## src/rtl/key_pkg.sv

```systemverilog
// Shared definitions for the key debounce array: FSM state encodings,
// default 50 MHz timing constants and a counter-width helper.
package key_pkg;

  localparam logic [1:0] ST_IDLE      = 2'd0;
  localparam logic [1:0] ST_PRESS_CHK = 2'd1;
  localparam logic [1:0] ST_HELD      = 2'd2;
  localparam logic [1:0] ST_REL_CHK   = 2'd3;

  typedef logic [1:0] key_state_t;

  localparam int unsigned DEBOUNCE_CYC_50M = 250000;    // 5 ms
  localparam int unsigned LONG_CYC_50M     = 50000000;  // 1 s
  localparam int unsigned REPEAT_CYC_50M   = 10000000;  // 200 ms

  function automatic int unsigned cnt_width(input int unsigned max_val);
    return (max_val < 1) ? 1 : $clog2(max_val + 1);
  endfunction

endpackage

```

## src/rtl/key_debounce_chan.sv

```systemverilog
// One key channel: input synchroniser, integrating debounce FSM, hold counter
// and event pulses. Auto-repeat is built only when KEY_AUTOREPEAT_EN is defined.
module key_debounce_chan
  import key_pkg::*;
#(
  parameter int unsigned ACTIVE_LOW   = 1,
  parameter int unsigned SYNC_STAGES  = 2,
  parameter int unsigned DEBOUNCE_CYC = DEBOUNCE_CYC_50M,
  parameter int unsigned LONG_CYC     = LONG_CYC_50M,
  parameter int unsigned REPEAT_CYC   = REPEAT_CYC_50M
) (
  input  logic Clk_50mhz,
  input  logic Rst_n,
  input  logic key_i,
  output logic level_o,
  output logic press_o,
  output logic release_o,
  output logic long_o,
  output logic repeat_o
);

  localparam int unsigned SYNC_N = (SYNC_STAGES < 2) ? 2 : SYNC_STAGES;
  localparam int unsigned DB_W   = cnt_width(DEBOUNCE_CYC);
  localparam int unsigned HOLD_W = cnt_width(LONG_CYC);
  localparam logic [DB_W-1:0]   DB_LAST   = DB_W'(DEBOUNCE_CYC - 1);
  localparam logic [HOLD_W-1:0] HOLD_LAST = HOLD_W'(LONG_CYC - 1);
  localparam logic [HOLD_W-1:0] HOLD_SAT  = HOLD_W'(LONG_CYC);
  localparam logic INV = (ACTIVE_LOW != 0);

  logic [SYNC_N-1:0] sync_q;
  logic              pressed;

  key_state_t        state_q, state_d;
  logic [DB_W-1:0]   cnt_q, cnt_d;
  logic [HOLD_W-1:0] hold_q, hold_d;
  logic              level_q, level_d;
  logic              press_q, press_d;
  logic              release_q, release_d;
  logic              long_q, long_d;

  // Sync chain resets to the released pin level so a held key is seen as a new press.
  always_ff @(posedge Clk_50mhz or negedge Rst_n) begin
    if (!Rst_n) sync_q <= {SYNC_N{INV}};
    else        sync_q <= {sync_q[SYNC_N-2:0], key_i};
  end

  assign pressed = sync_q[SYNC_N-1] ^ INV;

  always_comb begin
    state_d   = state_q;
    cnt_d     = cnt_q;
    hold_d    = hold_q;
    level_d   = level_q;
    press_d   = 1'b0;
    release_d = 1'b0;
    long_d    = 1'b0;
    case (state_q)
      ST_IDLE: begin
        if (pressed) begin
          state_d = ST_PRESS_CHK;
          cnt_d   = '0;
        end
      end
      ST_PRESS_CHK: begin
        if (!pressed) begin
          state_d = ST_IDLE;
        end else if (cnt_q == DB_LAST) begin
          state_d = ST_HELD;
          press_d = 1'b1;
          level_d = 1'b1;
          cnt_d   = '0;
          hold_d  = '0;
        end else begin
          cnt_d = cnt_q + 1'b1;
        end
      end
      ST_HELD: begin
        if (!pressed) begin
          state_d = ST_REL_CHK;
          cnt_d   = '0;
        end else begin
          if (hold_q == HOLD_LAST) long_d = 1'b1;
          if (hold_q != HOLD_SAT)  hold_d = hold_q + 1'b1;
        end
      end
      ST_REL_CHK: begin
        // Hold counter is frozen here and resumes on a bounce back to HELD.
        if (pressed) begin
          state_d = ST_HELD;
        end else if (cnt_q == DB_LAST) begin
          state_d   = ST_IDLE;
          release_d = 1'b1;
          level_d   = 1'b0;
          cnt_d     = '0;
        end else begin
          cnt_d = cnt_q + 1'b1;
        end
      end
      default: state_d = ST_IDLE;
    endcase
  end

  always_ff @(posedge Clk_50mhz or negedge Rst_n) begin
    if (!Rst_n) begin
      state_q   <= ST_IDLE;
      cnt_q     <= '0;
      hold_q    <= '0;
      level_q   <= 1'b0;
      press_q   <= 1'b0;
      release_q <= 1'b0;
      long_q    <= 1'b0;
    end else begin
      state_q   <= state_d;
      cnt_q     <= cnt_d;
      hold_q    <= hold_d;
      level_q   <= level_d;
      press_q   <= press_d;
      release_q <= release_d;
      long_q    <= long_d;
    end
  end

  assign level_o   = level_q;
  assign press_o   = press_q;
  assign release_o = release_q;
  assign long_o    = long_q;

`ifdef KEY_AUTOREPEAT_EN
  localparam int unsigned REP_W = cnt_width(REPEAT_CYC);
  localparam logic [REP_W-1:0] REP_LAST = REP_W'(REPEAT_CYC - 1);

  logic [REP_W-1:0] rep_q, rep_d;
  logic             repeat_q, repeat_d;

  // Repeat phase starts on the key_long cycle and restarts whenever HELD is left.
  always_comb begin
    rep_d    = rep_q;
    repeat_d = 1'b0;
    if (state_q == ST_HELD) begin
      if (!pressed) begin
        rep_d = '0;
      end else if (hold_q == HOLD_LAST) begin
        rep_d = '0;
      end else if (hold_q == HOLD_SAT) begin
        if (rep_q == REP_LAST) begin
          repeat_d = 1'b1;
          rep_d    = '0;
        end else begin
          rep_d = rep_q + 1'b1;
        end
      end
    end
  end

  always_ff @(posedge Clk_50mhz or negedge Rst_n) begin
    if (!Rst_n) begin
      rep_q    <= '0;
      repeat_q <= 1'b0;
    end else begin
      rep_q    <= rep_d;
      repeat_q <= repeat_d;
    end
  end

  assign repeat_o = repeat_q;
`else
  assign repeat_o = 1'b0;
`endif

endmodule

```

## src/rtl/key_debounce_array.sv

```systemverilog
// N-channel push-button conditioner; one key_debounce_chan per key.
// Optional auto-repeat is enabled by defining KEY_AUTOREPEAT_EN.
module key_debounce_array
  import key_pkg::*;
#(
  parameter int unsigned N_KEYS       = 4,
  parameter int unsigned ACTIVE_LOW   = 1,
  parameter int unsigned SYNC_STAGES  = 2,
  parameter int unsigned DEBOUNCE_CYC = DEBOUNCE_CYC_50M,
  parameter int unsigned LONG_CYC     = LONG_CYC_50M,
  parameter int unsigned REPEAT_CYC   = REPEAT_CYC_50M
) (
  input  logic              Clk_50mhz,
  input  logic              Rst_n,
  input  logic [N_KEYS-1:0] key_in,
  output logic [N_KEYS-1:0] key_level,
  output logic [N_KEYS-1:0] key_press,
  output logic [N_KEYS-1:0] key_release,
  output logic [N_KEYS-1:0] key_long,
  output logic [N_KEYS-1:0] key_repeat
);

  for (genvar gi = 0; gi < N_KEYS; gi++) begin : g_chan
    key_debounce_chan #(
      .ACTIVE_LOW  (ACTIVE_LOW),
      .SYNC_STAGES (SYNC_STAGES),
      .DEBOUNCE_CYC(DEBOUNCE_CYC),
      .LONG_CYC    (LONG_CYC),
      .REPEAT_CYC  (REPEAT_CYC)
    ) u_chan (
      .Clk_50mhz(Clk_50mhz),
      .Rst_n    (Rst_n),
      .key_i    (key_in[gi]),
      .level_o  (key_level[gi]),
      .press_o  (key_press[gi]),
      .release_o(key_release[gi]),
      .long_o   (key_long[gi]),
      .repeat_o (key_repeat[gi])
    );
  end

endmodule

```

## config.mk

```make
export PLATFORM = sky130hd
export DESIGN_NAME = key_debounce_array
export DESIGN_NICKNAME = d
export VERILOG_FILES = /design/src/rtl/key_pkg.sv /design/src/rtl/key_debounce_chan.sv /design/src/rtl/key_debounce_array.sv
export SDC_FILE = /design/constraint.sdc
export NUM_CORES = 1
export LEC_CHECK = 0
export ABC_CLOCK_PERIOD_IN_PS = 3100
export CAP_MARGIN = 20
export CORE_AREA = 2 2 164 166
export CTS_BUF_LIST = sky130_fd_sc_hd__clkbuf_8
export CTS_CLUSTER_DIAMETER = 100
export DETAILED_ROUTE_END_ITERATION = 8
export DIE_AREA = 0 0 166 168
export RECOVER_POWER = 25
export SLEW_MARGIN = 20
export SYNTH_ARGS = -nofsm -noshare
export SYNTH_HDL_FRONTEND = slang
export SYNTH_HIERARCHICAL = 1
export SYNTH_SLANG_ARGS = --single-unit
```

## constraint.sdc

```tcl
create_clock -name Clk_50mhz -period 3.1 [get_ports Clk_50mhz]
set_input_delay 0.93 -clock Clk_50mhz [delete_from_list [all_inputs] [get_ports Clk_50mhz]]
set_output_delay 0.93 -clock Clk_50mhz [all_outputs]
set_load 0.01 [all_outputs]
```

==> flow_summary.json, run 1 <==
{
  "rr_worst_depth": 6,
  "cp-start-kind": "register",
  "fin_crit_ns": 2.735,
  "cts.sinks": 208,
  "grt_pass1_vias": 9380,
  "crit_fanout": 9,
  "nets": 1316,
  "cts_hold_buf": 0,
  "async_flop_share_pct": 100.0,
  "setup_ws_ns": 0.3648,
  "wl_per_cell_um": 15.39,
  "cts_resized": 0,
  "wirelength_mm": 25.70,
  "place_ws_ns": 0.3581,
  "synth.distinct_cells": 70,
  "rsz0062_at_grt": "false",
  "seq_area_um2": 5215,
  "hold_path_class": "reg -> reg",
  "grt_pass1_wl_mm": 45.02,
  "multi_input_area_um2": 5922,
  "hp-start": "g_chan[0].u_chan/sync_q[0]",
  "post-route-period-util_pct": 88.23,
  "antenna_left": 0,
  "crit_start": "g_chan[0].u_chan/hold_q[8]",
  "hold_violations": 0,
  "fillCellCount": 2485,
  "diodes": 0,
  "r2r-end": "g_chan[0].u_chan/hold_q[25]",
  "coreArea_um2": 26350,
  "clk_pin_slew_ns": 0.06,
  "fp.dieH_um": 168,
  "required_ns": 3.53,
  "cellLeakagePower_nw": 5.675,
  "clk_latency_ns": 0.54,
  "synth_area_per_cell_um2": 9.306,
  "max_cap_viol_count": 1,
  "ir_drop_uv": 306.8,
  "viasPerCell": 5.772,
  "cts_buffer_depth": 3,
  "placed_cells": 1597,
  "hold_depth": 0,
  "netlist_area_um2": 11650,
  "root_buffer": "clkbuf_8",
  "violations": "capacitance limit, slew limit",
  "final_cell_mix": "dfrtp_1 (200), nand2_1 (137), nor2_1 (93)",
  "drc": 0,
  "finalPower_mw": 5.619,
  "clock-skew-final_ns": 0.01535,
  "grt_usage_pct": 18.83,
  "stdcell_count": 1670,
  "placementRows": 60,
  "cp-end-kind": "register",
  "drive_gt1_share_pct": 11.06,
  "syn_nets": 1270,
  "cts_tree": "done",
  "syn_inst": 1252,
  "status": "finished, violations left",
  "grt_max_degree": 73,
  "area_growth_syn_to_layout_pct": 11.90,
  "max_stage_delay_ns": 0.60,
  "hold_slack_ns": 0.3522,
  "synth.yosys.seq_area_share_pct": 44.76,
  "final_common_cell": "dfrtp_1",
  "dieWidth_um": 166,
  "numCtsBuffers": 40,
  "setup_tns_ns": 0,
  "hpwl_mm": 17.08,
  "slowest_stage": "o41ai_4",
  "ys_ff_latch": 208,
  "ioPinCount": 26,
  "regToRegSetupSlack_ns": 0.36,
  "tightestPinTransition_ns": 2.024,
  "routed-via-count": 9640,
  "worstPathArrival_ns": 3.16,
  "synth_edf_count": 0,
  "finalSetupViolCount": 0,
  "crit_chain": "or4b_1, or4_4, o41ai_4, buf_4, and2b_4, o22a_1",
  "holdPathEnd": "g_chan[0].u_chan/sync_q[1]",
  "slew_headroom_pct": -34.90,
  "reg2reg_from": "g_chan[0].u_chan/hold_q[8]",
  "grt_overflow": 0,
  "slew_violations": 71,
  "initial_core_util_pct": 44.22,
  "synth_ff_type": "dfrtp_1",
  "ys_warn_count": 6,
  "antenna_found_initial": 0,
  "powerDensity_nw_per_um2": 431.0,
  "timing.fmax_mhz": 365.6,
  "drtIter0Drc": 511,
  "critPathKind": "reg -> reg",
  "place_congestion": 0.8163,
  "portBuffers": 21,
  "die-area_um2": 27890,
  "h-tree-depth": 2,
  "post_cts_buffers": 0,
  "drtPass1Iterations": 5
}
==> cell usage after synthesis, drive strengths merged (12+ instances only) <==
library cell / number / share of area, %
nand4: 55 / 3.0
o22a: 15 / 1.1
xor2: 23 / 1.7
a21boi: 13 / 0.84
ha: 12 / 1.3
nand3: 65 / 2.9
nor4: 35 / 2.3
nor3: 74 / 3.2
a21oi: 23 / 1.0
and3: 49 / 2.7
or4: 19 / 1.4
o31ai: 19 / 1.5
nand2b: 14 / 0.75
clkbuf: 30 / 0.97
and4: 14 / 1.1
inv: 36 / 1.2
nor2: 93 / 3.0
dfrtp: 200 / 43
xnor2: 19 / 1.4
a31oi: 34 / 1.8
a211o: 33 / 2.5
buf: 27 / 2.2
o21ai: 59 / 2.5
a21o: 16 / 1.0
or3: 13 / 0.74
nand2: 138 / 4.5
==> area by class of cell <==
class / count / area share (%)
inverters: 39 / 1.123
repair buffers: 61 / 4.012
multi-input cells: 948 / 45.42
flip-flops and latches: 208 / 40.00
clock buffers: 52 / 5.489
clock inverters: 21 / 0.6814
well taps: 341 / 3.273
==> critical path: cells and delay by family (launching register included) <==
| family | cells | cell delay [ns] |
|---|---|---|
| AND/OR/NAND/NOR | 3 | 1.17 |
| AO/OA/AOI/OAI | 2 | 0.78 |
| buffers and inverters | 1 | 0.24 |
| flip-flops | 1 | 0.44 |
==> metal layers <==
layer	share of wire [%]	track usage, %	wire length, um
met1	49	26.05	12480
met2	46	30.31	11730
met4	1.6	5.633	415
met5	0	0	0
met3	4.2	3.456	1069
==> sequential cells by signal (all words and copies together), names as in the netlist, named ones only <==
signal                   cells
g_chan.u_chan/long_o         4
g_chan.u_chan/level_o        4
g_chan.u_chan/sync_q         8
g_chan.u_chan/hold_q       104
g_chan.u_chan/state_q        4
g_chan.u_chan/release_o      4
g_chan.u_chan/cnt_q         72
g_chan.u_chan/press_o        4
==> where the power goes <==
group          leakage [nW]  total, mW  internal [mW]  switching (mW)
clock network         0.473       2.67           1.50            1.17
registers              2.86       2.78           2.75          0.0344
logic                  2.34      0.171         0.0527           0.118
total                  5.67       5.62           4.30            1.32
==> kinds of logic after synthesis <==
kind of cell	share of synthesized area, %
compound gates	16.37
simple gates	29.03
buf+inv	4.414
other cells	0.1288
fa+ha+maj	1.289
xor+xnor	3.157
flops	44.76
mux	0.8591
==> metrics by stage <==
stage               utilization [%]  instance area (um^2)
CTS                           49.54                 13060
detailed placement            46.49                 12250
global route                  49.48                 13040
global placement              46.49                 12250
floorplan                         -                 11650
finish                        49.48                 13040
==> worst max path at each step <==
stage / slack [ns] / to
2_1_floorplan: 0.75 / g_chan[0].u_chan/hold_q[16]
3_3_place_gp: 0.37 / g_chan[0].u_chan/hold_q[25]
3_5_place_dp: 0.36 / g_chan[0].u_chan/hold_q[25]
4_1_cts: 0.34 / g_chan[0].u_chan/hold_q[25]
5_1_grt: 0.25 / g_chan[0].u_chan/hold_q[25]
6_report: 0.36 / g_chan[0].u_chan/hold_q[25]
Power figures use the tool's default switching activity.
==> inputs of run 2 (changes only) <==
--- a/config.mk
+++ b/config.mk
@@ -5,13 +5,14 @@
 export SDC_FILE = /design/constraint.sdc
 export NUM_CORES = 1
 export LEC_CHECK = 0
-export ABC_CLOCK_PERIOD_IN_PS = 3100
+export ABC_CLOCK_PERIOD_IN_PS = 2600
 export CAP_MARGIN = 20
 export CORE_AREA = 2 2 164 166
 export CTS_BUF_LIST = sky130_fd_sc_hd__clkbuf_8
 export CTS_CLUSTER_DIAMETER = 100
 export DETAILED_ROUTE_END_ITERATION = 8
 export DIE_AREA = 0 0 166 168
+export GPL_ROUTABILITY_DRIVEN = 0
 export RECOVER_POWER = 25
 export SLEW_MARGIN = 20
 export SYNTH_ARGS = -nofsm -noshare
==> constraint.sdc (replaced) <==
create_clock -name Clk_50mhz -period 2.6 [get_ports Clk_50mhz]
set_input_delay 0.78 -clock Clk_50mhz [delete_from_list [all_inputs] [get_ports Clk_50mhz]]
set_output_delay 0.78 -clock Clk_50mhz [all_outputs]
set_load 0.01 [all_outputs]
==> run 2 against run 1 <==
The flow still finishes with violations (capacitance limit, slew limit); global-route usage rose by 0.26 points; via count grew 1.3%; sequential power grew 19%; total power up 24%; combinational power is 23% higher; count of clock-buffer cells in the layout did not move; worst hold slack gained 0.0030 ns; sequential cell count is the same.
==> flow_summary.json, run 2 (synthesized netlist as in run 1, its figures left out) <==
{
  "status": "finished, violations left",
  "violations": "capacitance limit, slew limit",
  "wirelength_mm": 26.00,
  "fp.dieH_um": 168,
  "drive_gt1_share_pct": 14.00,
  "combPwrFrac_pct": 3.0,
  "placed_area_um2": 12610,
  "grt_max_degree": 69,
  "grt_pass1_vias": 9616,
  "wl_per_cell_um": 15.25,
  "coreArea_um2": 26350,
  "stdcell_count": 1705,
  "slew_violations": 65,
  "crit_fanout": 7,
  "routed-via-count": 9764,
  "area_growth_syn_to_layout_pct": 15.53,
  "nets": 1355,
  "diodes": 0,
  "setup_tns_ns": 0,
  "powerDensity_nw_per_um2": 518.4,
  "holdPathEnd": "g_chan[3].u_chan/sync_q[1]",
  "portBuffers": 21,
  "cts_buffer_depth": 3,
  "hold_violations": 0,
  "h-tree-depth": 2,
  "cts_resized": 0,
  "pwr-share-seq_pct": 47.5,
  "timing.fmax_mhz": 399.8,
  "cts.sinks": 208,
  "final_common_cell": "dfrtp_1",
  "reg2reg_from": "g_chan[0].u_chan/hold_q[8]",
  "tightestPinTransition_ns": 1.868,
  "ioPinCount": 26,
  "hold_path_class": "reg -> reg",
  "rr_worst_depth": 6,
  "internal_power_mw": 5.425,
  "slowest_stage": "or4b_1",
  "crit_chain": "or4b_1, or4_4, o41ai_4, buf_4, and2b_4, o22a_1",
  "r2r-end": "g_chan[0].u_chan/hold_q[21]",
  "rsz0062_at_grt": "false",
  "switchingPower_mw": 1.553,
  "clk_latency_ns": 0.52,
  "utilization_pct": 51.08,
  "grt_usage_pct": 19.08,
  "grt_overflow": 0,
  "critPathKind": "reg -> reg",
  "clk_pin_slew_ns": 0.06,
  "cellLeakagePower_nw": 5.916,
  "largest_reg_flops": 104,
  "grt_pass1_wl_mm": 45.98,
  "fin_crit_ns": 2.501,
  "hpwl_mm": 17.79,
  "hp-start": "g_chan[3].u_chan/sync_q[0]",
  "crit_start": "g_chan[0].u_chan/hold_q[8]",
  "die-area_um2": 27890,
  "top_regs": "g_chan.u_chan/hold_q: 104 flops, g_chan.u_chan/cnt_q: 72 flops, g_chan.u_chan/sync_q: 8 flops",
  "required_ns": 3.00,
  "fin_area_um2": 13460,
  "cts_hold_buf": 0,
  "top_register": "g_chan.u_chan/hold_q",
  "hold_slack_ns": 0.3553,
  "cp-end-kind": "register",
  "root_buffer": "clkbuf_8",
  "ir_drop_uv": 505.6,
  "post-route-period-util_pct": 96.21,
  "cp-start-kind": "register",
  "drtIter0Drc": 594,
  "switching_share_pct": 22.26,
  "placementRows": 60,
  "viasPerCell": 5.727,
  "drc": 0,
  "placed_cells": 1637,
  "dieWidth_um": 166,
  "antenna_left": 0,
  "cts_tree": "done",
  "drtPass1Iterations": 7,
  "hold_depth": 0,
  "max_stage_delay_ns": 0.52,
  "numCtsBuffers": 39,
  "initial_core_util_pct": 44.22,
  "slew_headroom_pct": -24.52,
  "regToRegSetupSlack_ns": 0.1,
  "max_cap_viol_count": 1,
  "worstPathArrival_ns": 2.90,
  "antenna_found_initial": 0,
  "post_cts_buffers": 0,
  "finalSetupViolCount": 0,
  "clock-skew-final_ns": 0.02370,
  "p_clk_share_pct": 49.5,
  "final_cell_mix": "dfrtp_1 (200), nand2_1 (137), nor2_1 (93)"
}
## run 2: cell types whose count changed in the layout (fill, tap and decap cells not counted), sizes merged
| cell | before | now |
|---|---|---|
| clkinvlp | 2 | 0 |
| clkinv | 5 | 8 |
| buf | 38 | 79 |
| bufinv | 0 | 3 |
| inv | 53 | 44 |
| clkbuf | 55 | 54 |
## run 2: worst max-delay path by stage
stage                                        endpoint  slack [ns]  cells after the start
final                     g_chan[0].u_chan/hold_q[21]         0.1                      6
after detailed placement  g_chan[2].u_chan/hold_q[25]        0.07                      6
after global routing      g_chan[1].u_chan/hold_q[21]       0.003                      6
after floorplan           g_chan[0].u_chan/hold_q[16]        0.25                      7
after CTS                 g_chan[2].u_chan/hold_q[25]        0.05                      6
after global placement    g_chan[2].u_chan/hold_q[25]        0.10                      6
## run 2: through the flow
stage | power, mW | setup WS [ns]
2_1_floorplan | 3.462 | 0.2490
3_3_place_gp | 3.590 | 0.1007
3_5_place_dp | 3.593 | 0.07482
4_1_cts | 7.118 | 0.05138
5_1_grt | 7.287 | 0.002702
6_report | 6.978 | 0.09865
## run 2: layout make-up
cell class | count | area [um^2]
Inverter | 39 | 146.4
Clock inverter | 16 | 145.1
Timing Repair Buffer | 101 | 889.6
Tap cell | 341 | 426.7
Clock buffer | 52 | 715.7
Fill cell | 2461 | 12890
Multi-Input combinational cell | 948 | 5922
Sequential cell | 208 | 5215
## run 2: power groups by stage
stage / sequential [mW] / clock (mW) / combinational (mW)
4_1_cts: 3.32 / 3.58 / 0.222
5_1_grt: 3.32 / 3.72 / 0.249
3_5_place_dp: 3.37 / 0 / 0.221
2_1_floorplan: 3.36 / 0 / 0.105
6_report: 3.32 / 3.45 / 0.211
3_3_place_gp: 3.37 / 0 / 0.219
## run 2: critical path, delay by kind of cell, from the launching register on
kind | cells | cell delay (ns)
compound gates | 2 | 0.62
buf+inv | 1 | 0.22
flops | 1 | 0.38
simple gates | 3 | 1.17
## run 2: per-layer routing
metal | routed length, um | vias up | global-route usage (%) | part of all wire, %
met5 | 0 | - | 0 | 0
met4 | 423 | 0 | 5.180 | 1.6
met3 | 966 | 35 | 3.103 | 3.7
met2 | 11860 | 153 | 31.21 | 46
met1 | 12750 | 4747 | 26.47 | 49
li1 | - | 4829 | - | -
